**src/rtl/lc3_ctrl_pkg.sv**
```systemverilog
// Shared opcode constants, memory-access encoding and decode helpers for the
// LC3 pipeline sequencing controller.
package lc3_ctrl_pkg;

    localparam logic [3:0] OP_BR  = 4'b0000;
    localparam logic [3:0] OP_ADD = 4'b0001;
    localparam logic [3:0] OP_LD  = 4'b0010;
    localparam logic [3:0] OP_ST  = 4'b0011;
    localparam logic [3:0] OP_AND = 4'b0101;
    localparam logic [3:0] OP_LDR = 4'b0110;
    localparam logic [3:0] OP_STR = 4'b0111;
    localparam logic [3:0] OP_NOT = 4'b1001;
    localparam logic [3:0] OP_LDI = 4'b1010;
    localparam logic [3:0] OP_STI = 4'b1011;
    localparam logic [3:0] OP_JMP = 4'b1100;

    localparam logic [1:0] MEM_READ     = 2'd0;
    localparam logic [1:0] MEM_READ_IND = 2'd1;
    localparam logic [1:0] MEM_WRITE    = 2'd2;
    localparam logic [1:0] MEM_IDLE     = 2'd3;

    typedef enum logic [1:0] {
        ST_RUN,
        ST_MEM_IND,
        ST_MEM_READ,
        ST_MEM_WRITE
    } ctrl_state_t;

    // LEA writes a register but is deliberately not a bypass producer.
    function automatic logic is_alu(input logic [3:0] op);
        return (op == OP_ADD) || (op == OP_AND) || (op == OP_NOT);
    endfunction

    function automatic logic is_load(input logic [3:0] op);
        return (op == OP_LD) || (op == OP_LDR) || (op == OP_LDI);
    endfunction

    function automatic logic is_store(input logic [3:0] op);
        return (op == OP_ST) || (op == OP_STR) || (op == OP_STI);
    endfunction

    function automatic logic is_ctrl(input logic [3:0] op);
        return (op == OP_BR) || (op == OP_JMP);
    endfunction

    function automatic logic is_indirect(input logic [3:0] op);
        return (op == OP_LDI) || (op == OP_STI);
    endfunction

endpackage

```
**src/rtl/lc3_bypass_detect.sv**
```systemverilog
// Register-field compare between the decode and execute instructions; yields
// the next-cycle ALU bypass selects for the two source operands.
module lc3_bypass_detect
    import lc3_ctrl_pkg::*;
(
    input  logic [15:0] ir,
    input  logic [15:0] ir_exec,
    input  logic        exec_valid,
    output logic        bypass_1_next,
    output logic        bypass_2_next
);

    logic producer;
    logic sr2_is_reg;
    logic unused_bits;

    assign unused_bits = ^{ir[11:9], ir[4:3], ir_exec[8:0]};

    always_comb begin
        producer      = exec_valid & is_alu(ir_exec[15:12]);
        // Only the register form of ADD/AND reads sr2; ir[5] selects immediate.
        sr2_is_reg    = ((ir[15:12] == OP_ADD) || (ir[15:12] == OP_AND)) && !ir[5];
        bypass_1_next = producer && (ir[8:6] == ir_exec[11:9]);
        bypass_2_next = producer && sr2_is_reg && (ir[2:0] == ir_exec[11:9]);
    end

endmodule

```
**src/rtl/lc3_pipeline_controller.sv**
```systemverilog
// Stage-enable sequencer for the LC3 pipeline: valid shift register, memory
// stall FSM, control-flow fetch bubbles and registered ALU bypass selects.
//
// state        | meaning
// ST_RUN       | pipeline advancing, no memory access pending
// ST_MEM_IND   | indirect pointer read in progress (LDI/STI)
// ST_MEM_READ  | data read in progress, pipeline frozen
// ST_MEM_WRITE | data write in progress, pipeline frozen
module lc3_pipeline_controller
    import lc3_ctrl_pkg::*;
(
    input  logic        clock,
    input  logic        reset,
    input  logic        complete_data,
    input  logic [15:0] IR,
    input  logic [15:0] IR_Exec,
    input  logic [2:0]  psr,
    output logic        enable_updatePC,
    output logic        enable_fetch,
    output logic        enable_decode,
    output logic        enable_execute,
    output logic        enable_writeback,
    output logic        br_taken,
    output logic        bypass_alu_1,
    output logic        bypass_alu_2,
    output logic [1:0]  mem_state
);

    ctrl_state_t state;
    logic [3:0]  v;
    logic [1:0]  flush_cnt;
    logic        ind_store;
    logic        stall;
    logic        fetch_ok;
    logic        exec_go;
    logic [3:0]  op_exec;
    logic        bypass_1_next;
    logic        bypass_2_next;

    assign op_exec = IR_Exec[15:12];

    always_comb begin
        stall            = (state != ST_RUN);
        fetch_ok         = (flush_cnt == 2'd0);
        exec_go          = v[2] & ~stall;
        br_taken         = ~reset & exec_go &
                           ((op_exec == OP_JMP) ||
                            ((op_exec == OP_BR) && |(IR_Exec[11:9] & psr)));
        enable_updatePC  = (~reset & fetch_ok & ~stall) | br_taken;
        enable_fetch     = v[0] & ~stall;
        enable_decode    = v[1] & ~stall;
        enable_execute   = v[2] & ~stall;
        enable_writeback = v[3] & ~stall;
    end

    lc3_bypass_detect u_bypass (
        .ir            (IR),
        .ir_exec       (IR_Exec),
        .exec_valid    (v[2]),
        .bypass_1_next (bypass_1_next),
        .bypass_2_next (bypass_2_next)
    );

    always_ff @(posedge clock) begin
        if (reset) begin
            v            <= 4'b0000;
            flush_cnt    <= 2'd0;
            bypass_alu_1 <= 1'b0;
            bypass_alu_2 <= 1'b0;
        end else begin
            if (!stall) begin
                v <= {v[2:0], fetch_ok};
                // Fetch stays suppressed while counting, so no reload can land mid-flush.
                if (v[1] && is_ctrl(IR[15:12]))
                    flush_cnt <= 2'd3;
                else if (flush_cnt != 2'd0)
                    flush_cnt <= flush_cnt - 2'd1;
            end
            if (!stall && v[1]) begin
                bypass_alu_1 <= bypass_1_next;
                bypass_alu_2 <= bypass_2_next;
            end else begin
                bypass_alu_1 <= 1'b0;
                bypass_alu_2 <= 1'b0;
            end
        end
    end

    always_ff @(posedge clock) begin
        if (reset) begin
            state     <= ST_RUN;
            mem_state <= MEM_IDLE;
            ind_store <= 1'b0;
        end else begin
            case (state)
                ST_RUN: begin
                    if (exec_go && is_indirect(op_exec)) begin
                        state     <= ST_MEM_IND;
                        mem_state <= MEM_READ_IND;
                        ind_store <= (op_exec == OP_STI);
                    end else if (exec_go && is_load(op_exec)) begin
                        state     <= ST_MEM_READ;
                        mem_state <= MEM_READ;
                    end else if (exec_go && is_store(op_exec)) begin
                        state     <= ST_MEM_WRITE;
                        mem_state <= MEM_WRITE;
                    end
                end
                ST_MEM_IND: begin
                    if (complete_data) begin
                        if (ind_store) begin
                            state     <= ST_MEM_WRITE;
                            mem_state <= MEM_WRITE;
                        end else begin
                            state     <= ST_MEM_READ;
                            mem_state <= MEM_READ;
                        end
                    end
                end
                ST_MEM_READ, ST_MEM_WRITE: begin
                    if (complete_data) begin
                        state     <= ST_RUN;
                        mem_state <= MEM_IDLE;
                    end
                end
                default: begin
                    state     <= ST_RUN;
                    mem_state <= MEM_IDLE;
                end
            endcase
        end
    end

endmodule

```
**config.mk**
```make
export PLATFORM = sky130hd
export DESIGN_NAME = lc3_pipeline_controller
export DESIGN_NICKNAME = d
export VERILOG_FILES = /design/src/rtl/lc3_ctrl_pkg.sv /design/src/rtl/lc3_bypass_detect.sv /design/src/rtl/lc3_pipeline_controller.sv
export SDC_FILE = /design/constraint.sdc
export NUM_CORES = 1
export LEC_CHECK = 0
export ABC_AREA = 1
export CORE_UTILIZATION = 39
export CTS_BUF_LIST = sky130_fd_sc_hd__clkbuf_8
export CTS_CLUSTER_DIAMETER = 60
export DETAILED_ROUTE_END_ITERATION = 16
export PLACE_DENSITY = 0.94
export SLEW_MARGIN = 15
export SYNTH_ARGS = -nofsm -noshare
export SYNTH_HDL_FRONTEND = slang
export SYNTH_HIERARCHICAL = 1
export SYNTH_SLANG_ARGS = --single-unit
```
**constraint.sdc**
```tcl
create_clock -name clock -period 1.55 [get_ports clock]
set_input_delay 0.31 -clock clock [delete_from_list [all_inputs] [get_ports clock]]
set_output_delay 0.31 -clock clock [all_outputs]
set_load 0.005 [all_outputs]
```
==> results of run 1 <==
==> repair_timing <==
item,in CTS,in global routing
hold buffers,0,0
setup endpoints to repair,6,7
gates resized for setup,42,11
pin swaps,5,3
buffers inserted,6,1
==> synth_stat cells <==
master     n
nand2_1   44
nor2_1    22
inv_1     21
dfxtp_1   13
nand3_1    8
a21oi_1    7
inv_2      3
nor2_2     3
xnor2_1    3
nand2_2    2
nand3b_1   2
nor3_1     2
o21ai_0    2
clkinv_1   1
ha_1       1
nand2_4    1
nand2b_1   1
nand3_2    1
nand4_1    1
nor2_8     1
o31ai_1    1
==> where the power goes <==
| group | total (mW) | switching, mW | internal [mW] |
|---|---|---|---|
| Combinational | 1.42 | 0.729 | 0.691 |
| Clock | 0.310 | 0.134 | 0.176 |
| Sequential | 0.491 | 0.0559 | 0.435 |
==> worst register-to-register path, delay by kind of cell, from the launching register on <==
| family | cells | cell delay (ns) |
|---|---|---|
| buffers and inverters | 7 | 0.64 |
| AND/OR/NAND/NOR | 6 | 0.41 |
| flip-flops | 1 | 0.33 |
==> metrics by stage <==
stage	cells	TNS (ns)	total power, mW
global placement	219	-1.464	1.475
detailed placement	219	-1.814	1.532
CTS	229	-0.01324	2.030
finish	230	-0.02714	2.220
floorplan	140	0	1.029
global route	230	-0.1923	2.372
==> flip-flops by register name, indices dropped and copies added, names as in the netlist <==
register and cells:
v 4, flush_cnt 2, mem_state 2, state 2, bypass_alu_1 1, bypass_alu_2 1, ind_store 1
==> per-layer routing <==
layer / global-route usage / up-vias
li1: - / 556
met5: 0 / -
met3: 0.07862 / 9
met2: 0.4601 / 32
met4: 0.1078 / 0
met1: 0.2231 / 527
==> cells by family (layout without fill, tap and decap cells) <==
family | after synthesis | in the layout | share of synthesized area
compound gates | 10 | 10 | 0.06231
buf+inv | 25 | 88 | 0.1113
flops | 13 | 13 | 0.3086
simple gates | 88 | 88 | 0.4718
xor+xnor | 3 | 3 | 0.03116
fa+ha+maj | 1 | 1 | 0.01483
==> path summary, 6_finish.rpt <==
check	from	to	cells after the start	slack (ns)
setup / recovery	state[0]$_SDFFE_PP0P_	enable_updatePC	8	-0.02
hold / removal	v[1]$_SDFFE_PP0N_	v[1]$_SDFFE_PP0N_	2	0.47
setup reg to reg	state[0]$_SDFFE_PP0P_	state[0]$_SDFFE_PP0P_	13	0.06
hold reg to reg	v[1]$_SDFFE_PP0N_	v[1]$_SDFFE_PP0N_	2	0.47
==> final cells by class <==
class                      count  area (sq um)  area share
tap                           27         33.78     0.02269
clock inverter                 1         3.754    0.002521
inverter                      25         101.3     0.06807
sequential                    13         262.8      0.1765
multi-input combinational    102         544.3      0.3655
clock buffer                   3         41.29     0.02773
timing repair buffer          59         501.7      0.3370
==> metrics, run 1 <==
initial antenna violation count=0; uppermost routed layer=met4; Root Driver=clkbuf_8; CTS tree=done; Yosys warnings=6; FMAX=about 640 MHz; crit path DAT=about 1.3 ns; required time worst endpoint=between 1 and 1.5 ns; fillcell total=around 150; Metal-1 WL=1042 um; Seq/Total Area, Yosys=0.3086; ANT cells=0; final hold vios=0; Synth Cell Area=843.3 sq um; clk_lat worst skew=~0.25 ns; I/O pins=48; P_leak=about 0.76 nW; Die X=slightly below 50 um; Crit Path Max Fanout=4; share of cells above drive strength 1=0.2759; Synth top area share=0.3086; cell mode on critical path=buf_6; first-pass GRT wire length=between 4000 and 5000 um; RSZ-0062 raised after global routing=true; Period minus WS final=between 1.5 and 2 ns; Vias=between 1000 and 1500; failing checks=setup timing; Area Growth Syn to Fin=76.56%; Worst setup SP type=flip-flop; Die Footprint=2352 sq um; synthesized area per cell=6.024 sq um; Unique masters post-synth=21; fin crit share=1.016; initial core utilization=0.4213; detailed placer's ending HPWL=~1800 um; critical path class=reg2out; via/cell ratio=approximately 5; Final Max Slew Viols=0; most frequent cells in the layout=nand2_1, buf_4, nor2_1; GP Congestion=approximately 0.82; worst-path cell chain=inv_2 -> nand2_4 -> buf_6 -> buf_6 -> inv_8 -> nand3_4 -> nand2b_1 -> buf_2; fin nets=about 240; Longest Clk Path Bufs=2; PwrDens=1491 nW/um^2; met3 WL=~130 um; Synth area leaders=dfxtp_1, nand2_1, nor2_1, inv_1, nand3_1; H-Tree Depth=1; drt total wl=about 2700 um; area post-placement=1350 sq um; Largest stage delay, worst path=approximately 0.32 ns; CTS Buf Count=3; met2 WL=between 1000 and 1500 um; CP top delay family=buffers and inverters; worst clock skew=between 0.001 and 0.0015 ns; crit path buf inv count=5; Syn Inst Count=140; Final setup viols=2; Synth Register Bits=13; Antenna Nets Post-Route=0; DR WL/cell=approximately 12 um; IO buf count=33; largest net degree at the start of global routing=10; area leader, netlist=dfxtp_1; clock-pin slew on the worst setup and hold paths=0.06 ns; Slew HR=0.8407; vias in the first global route=about 1100; final worst setup slack=-0.02413 ns; Worst setup EP type=primary output; row cnt=16; Slew @ Worst Pin=0.2365 ns; Total GRT Usage=0.2378; most common cell after layout, fill and taps aside=nand2_1; core area=approximately 2000 sq um; CTS Sinks=13; Hold Crit Class=reg2reg; design area=around 1500 sq um; grt total ovfl=0; DR DRC count=0; drt pass-1 iters=4; status=complete, but fails checks; max-cap check violation count=0; Die Ht=between 40 and 50 um; 1st-iter DRT viols=10; Syn Nets=around 180; peak supply drop=between 0.001 and 0.0015 V; Setup WS pre-CTS=-0.5822 ns; Fin Hold WS=roughly 0.47 ns; Slowest-stage cell, CP=dfxtp_2; Util after Layout=0.7438
Power figures use the tool's default switching activity.
==> run 2, diff against run 1 <==
--- a/config.mk
+++ b/config.mk
@@ -11,6 +11,7 @@
 export CTS_CLUSTER_DIAMETER = 60
 export DETAILED_ROUTE_END_ITERATION = 16
 export PLACE_DENSITY = 0.94
+export SETUP_SLACK_MARGIN = 0.4
 export SLEW_MARGIN = 15
 export SYNTH_ARGS = -nofsm -noshare
 export SYNTH_HDL_FRONTEND = slang
==> metrics, run 2 (synthesized netlist as in run 1, its figures left out) <==
final worst setup slack=-0.1744 ns; crit path DAT=~1.4 ns; Die X=48.50 um; share of cells above drive strength 1=0.3413; H-Tree Depth=1; Final setup viols=5; most common cell after layout, fill and taps aside=nand2_1; fin crit share=1.113; Comb power frac=0.691; worst clock skew=between 0.0015 and 0.002 ns; largest reg by FF count=v; Fin Hold WS=approximately 0.46 ns; Total GRT Usage=0.2630; core area=approximately 2000 sq um; drt pass-1 iters=4; Slew HR=0.8118; Int Power=1.499 mW; Die Footprint=2352 sq um; DR DRC count=0; max-cap check violation count=0; most frequent cells in the layout=nand2_1, buf_4, inv_1; Sw Share=0.4150; 1st-iter DRT viols=31; clk_lat worst skew=between 0.2 and 0.25 ns; area of the multi-input gates=604.3 sq um; Seq pwr share=0.194; CTS tree=done; first-pass GRT wire length=4671 um; vias in the first global route=1142; Period minus WS final=roughly 1.7 ns; Area Growth Syn to Fin=91.84%; Final Power=between 2 and 3 mW; final std cells w/o fill=roughly 240; CTS Sinks=13; GRT Max-Usage Layer=met2; Placed Instances=220; via/cell ratio=a little over 5; Hold Crit Class=reg2reg; failing checks=setup timing; area post-placement=1361 sq um; grt total ovfl=0; drt total wl=3383 um; GR Layer Usage met3=0.06918; FMAX=579.9 MHz; required time worst endpoint=around 1.2 ns; Worst setup EP type=primary output; register area=262.8 sq um; Worst setup SP type=input pin; ANT cells=0; Root Driver=clkbuf_8; M1 GR Usage=0.2500; status=complete, but fails checks; largest net degree at the start of global routing=10; clock-pin slew on the worst setup and hold paths=~0.05 ns; fin nets=between 200 and 250; Longest Clk Path Bufs=2; initial antenna violation count=0; P_leak=around 0.83 nW; met2 usage=0.4906; Vias=1184; hold buffers post-CTS=0; final hold vios=0; detailed placer's ending HPWL=between 1500 and 2000 um; GP Congestion=slightly above 0.8; clock group share of total power=0.115; fillcell total=roughly 130; Antenna Nets Post-Route=0; max reg flops=4; initial core utilization=0.4213; Crit Path Max Fanout=2; row cnt=16; Slew @ Worst Pin=between 0.2 and 0.3 ns; peak supply drop=between 0.001 and 0.0015 V; Die Ht=48.50 um; Final Max Slew Viols=0; DR WL/cell=between 10 and 15 um; design area=1618 sq um; CTS Buf Count=3; NetSw=approximately 1.1 mW; RSZ-0062 raised after global routing=true; Setup WS pre-CTS=-0.5754 ns; PwrDens=approximately 1600 nW/um^2; I/O pins=48; critical path class=in2out; IO buf count=33
-- run 2: cell types whose count changed in the layout (fill, tap and decap cells not counted), sizes merged --
cell           delta
clkdlybuf4s50     -7
buf               +6
dlygate4sd2       +5
dlymetal6s2s      +2
clkdlybuf4s15     -1
-- run 2: final timing paths --
kind                             start                         to  slack [ns]  cells after the start
min reg2reg  mem_state[1]$_SDFFE_PP1P_  mem_state[1]$_SDFFE_PP1P_        0.46                      2
min          mem_state[1]$_SDFFE_PP1P_  mem_state[1]$_SDFFE_PP1P_        0.46                      2
max                              reset            enable_updatePC       -0.17                      6
max reg2reg      state[1]$_SDFFE_PP0P_      state[0]$_SDFFE_PP0P_        0.09                     11
-- run 2: per-stage QoR --
step                setup TNS, ns  utilization
detailed placement         -1.608       0.6800
finish                    -0.4317       0.8081
floorplan                       0            -
CTS                       -0.1281       0.7456
global route              -0.5640       0.8081
global placement           -1.350       0.6800
-- run 2: repair_timing --
action	in CTS	in global routing
endpoints found under the setup margin	21	16
buffers inserted	6	5
resized for setup	60	22
pin swaps	17	6
-- run 2: per-layer routing --
layer  wire (um)  up-vias
li1            -      567
met1        1218      542
met2        1820       58
met3         189       17
met4         154        0
met5           0        -
-- run 2: cell type report --
class,count,area share
multi-input combinational,102,0.3736
timing repair buffer,64,0.3527
sequential,13,0.1624
inverter,25,0.06264
clock buffer,3,0.02552
tap,27,0.02088
clock inverter,1,0.002320
-- run 2: power by group through the flow --
stage / clock (mW) / sequential (mW) / combinational (mW)
after detailed placement: 0 / 0.482 / 1.05
after floorplan: 0 / 0.482 / 0.547
after CTS: 0.300 / 0.483 / 1.39
final: 0.293 / 0.497 / 1.77
after global placement: 0 / 0.477 / 0.999
after global routing: 0.317 / 0.501 / 1.88
-- run 2: critical path: stages --
cell and delay, ns:
dlygate4sd2_1 0.28, nor3_2 0.30, nand2_2 0.10, a21oi_2 0.16
nand2b_4 0.16, buf_6 0.10
==> run 3, diff against run 2 <==
--- a/config.mk
+++ b/config.mk
@@ -11,6 +11,7 @@
 export CTS_CLUSTER_DIAMETER = 60
 export DETAILED_ROUTE_END_ITERATION = 16
 export PLACE_DENSITY = 0.94
+export REMOVE_ABC_BUFFERS = 1
 export SETUP_SLACK_MARGIN = 0.4
 export SLEW_MARGIN = 15
 export SYNTH_ARGS = -nofsm -noshare
==> metrics, run 3 (synthesized netlist as in run 1, its figures left out) <==
failing checks=setup timing; H-Tree Depth=1; fillcell total=110; Fin Hold WS=between 0.4 and 0.5 ns; Die X=48.50 um; Antenna Nets Post-Route=0; DR DRC count=0; Period minus WS final=1.560 ns; clk_lat worst skew=approximately 0.25 ns; status=complete, but fails checks; Setup WS pre-CTS=-0.5822 ns; FF-to-FF Start=state[0]$_SDFFE_PP0P_; first-pass GRT wire length=5057 um; initial core utilization=0.4213; CTS Sinks=13; critical path class=reg2out; via/cell ratio=between 5 and 6; fin crit share=1.006; fin nets=between 200 and 300; most common cell after layout, fill and taps aside=nand2_1; Total GRT Usage=0.2770; final worst setup slack=-0.009684 ns; worst clock skew=roughly 0.003 ns; GP Congestion=between 0.8 and 0.9; Longest Clk Path Bufs=2; clock-pin slew on the worst setup and hold paths=~0.06 ns; max-cap check violation count=0; max reg flops=4; Vias=between 1000 and 1500; I/O pins=48; area of the multi-input gates=615.6 sq um; RSZ-0062 raised after global routing=true; peak supply drop=around 0.0016 V; Hold Crit Class=reg2reg; Slew HR=0.8324; most frequent cells in the layout=nand2_1, buf_4, inv_1, nor2_1, dlygate4sd2_1; P_leak=0.8985 nW; CTS Buf Count=3; FMAX=roughly 640 MHz; required time worst endpoint=about 1.2 ns; CTS tree=done; drt total wl=between 3000 and 4000 um; 1st-iter DRT viols=35; Worst setup EP type=primary output; start point of the worst hold path=v[1]$_SDFFE_PP0N_; PwrDens=1592 nW/um^2; hold buffers post-CTS=0; share of cells above drive strength 1=0.3850; largest reg by FF count=v; initial antenna violation count=0; core area=2002 sq um; register area=265.3 sq um; row cnt=16; Die Ht=just under 50 um; Die Footprint=roughly 2400 sq um; ANT cells=0; detailed placer's ending HPWL=roughly 1800 um; crit path DAT=between 1 and 1.5 ns; Slew @ Worst Pin=around 0.25 ns; final hold vios=0; grt total ovfl=0; drt pass-1 iters=4; Area Growth Syn to Fin=98.96%; IO buf count=33; DR WL/cell=between 10 and 15 um; Root Driver=clkbuf_8; Crit Path Max Fanout=2; Final setup viols=1; launch point of the worst path=state[0]$_SDFFE_PP0P_; Worst setup SP type=flip-flop; Final Max Slew Viols=0; vias in the first global route=around 1200; largest net degree at the start of global routing=10
## run 3: what timing repair did
| item | 4_1_cts | 5_1_grt |
|---|---|---|
| hold endpoints to repair | 0 | 0 |
| gates resized for setup | 73 | 22 |
| endpoints found under the setup margin | 21 | 18 |
| pin swaps | 14 | 10 |
| cloned | 0 | 0 |
| setup buffers | 14 | 3 |
## run 3: final timing paths
check,slack (ns),cells after the start,to
max,-0.01,7,enable_updatePC
min reg2reg,0.48,2,v[1]$_SDFFE_PP0N_
max reg2reg,0.01,13,state[0]$_SDFFE_PP0P_
min,0.48,2,v[1]$_SDFFE_PP0N_
## run 3: final cells by class
| class | instances | area share |
|---|---|---|
| inverter | 25 | 0.05891 |
| timing repair buffer | 69 | 0.3691 |
| multi-input combinational | 102 | 0.3669 |
| clock inverter | 1 | 0.002237 |
| sequential | 13 | 0.1581 |
| clock buffer | 3 | 0.02461 |
| tap | 27 | 0.02013 |
## run 3: metal layers
metal / up-vias / global-route usage / part of all wire
li1: 574 / - / -
met1: 566 / 0.2891 / 0.39
met5: - / 0 / 0
met4: 0 / 0.09314 / 0.032
met3: 14 / 0.08491 / 0.067
met2: 54 / 0.5211 / 0.51
## run 3: power by group
part / leakage [nW] / switching (mW) / internal, mW / total, mW
Clock: 0.0269 / 0.128 / 0.175 / 0.303
Sequential: 0.107 / 0.0609 / 0.439 / 0.500
Combinational: 0.764 / 0.912 / 0.956 / 1.87
Total: 0.899 / 1.10 / 1.57 / 2.67
## run 3: metrics by stage
| stage | cell area, sq um | instances | utilization | power, mW | setup TNS (ns) |
|---|---|---|---|---|---|
| 3_5_place_dp | 1350 | 219 | 0.6744 | 1.532 | -1.814 |
| 3_3_place_gp | 1350 | 219 | 0.6744 | 1.475 | -1.464 |
| 6_report | 1678 | 240 | 0.8381 | 2.671 | -0.009684 |
| 2_1_floorplan | 843.3 | 140 | - | 1.029 | 0 |
| 5_1_grt | 1678 | 240 | 0.8381 | 2.812 | -0.1789 |
| 4_1_cts | 1574 | 237 | 0.7863 | 2.393 | 0 |
## run 3: critical path, cell delays in order, from the launching register on
cell and delay (ns):
dfxtp_2 0.32, inv_2 0.08, nand2_4 0.08, nor2_8 0.10, nand2_4 0.06, a21oi_4 0.13
nand2b_1 0.12, buf_2 0.11
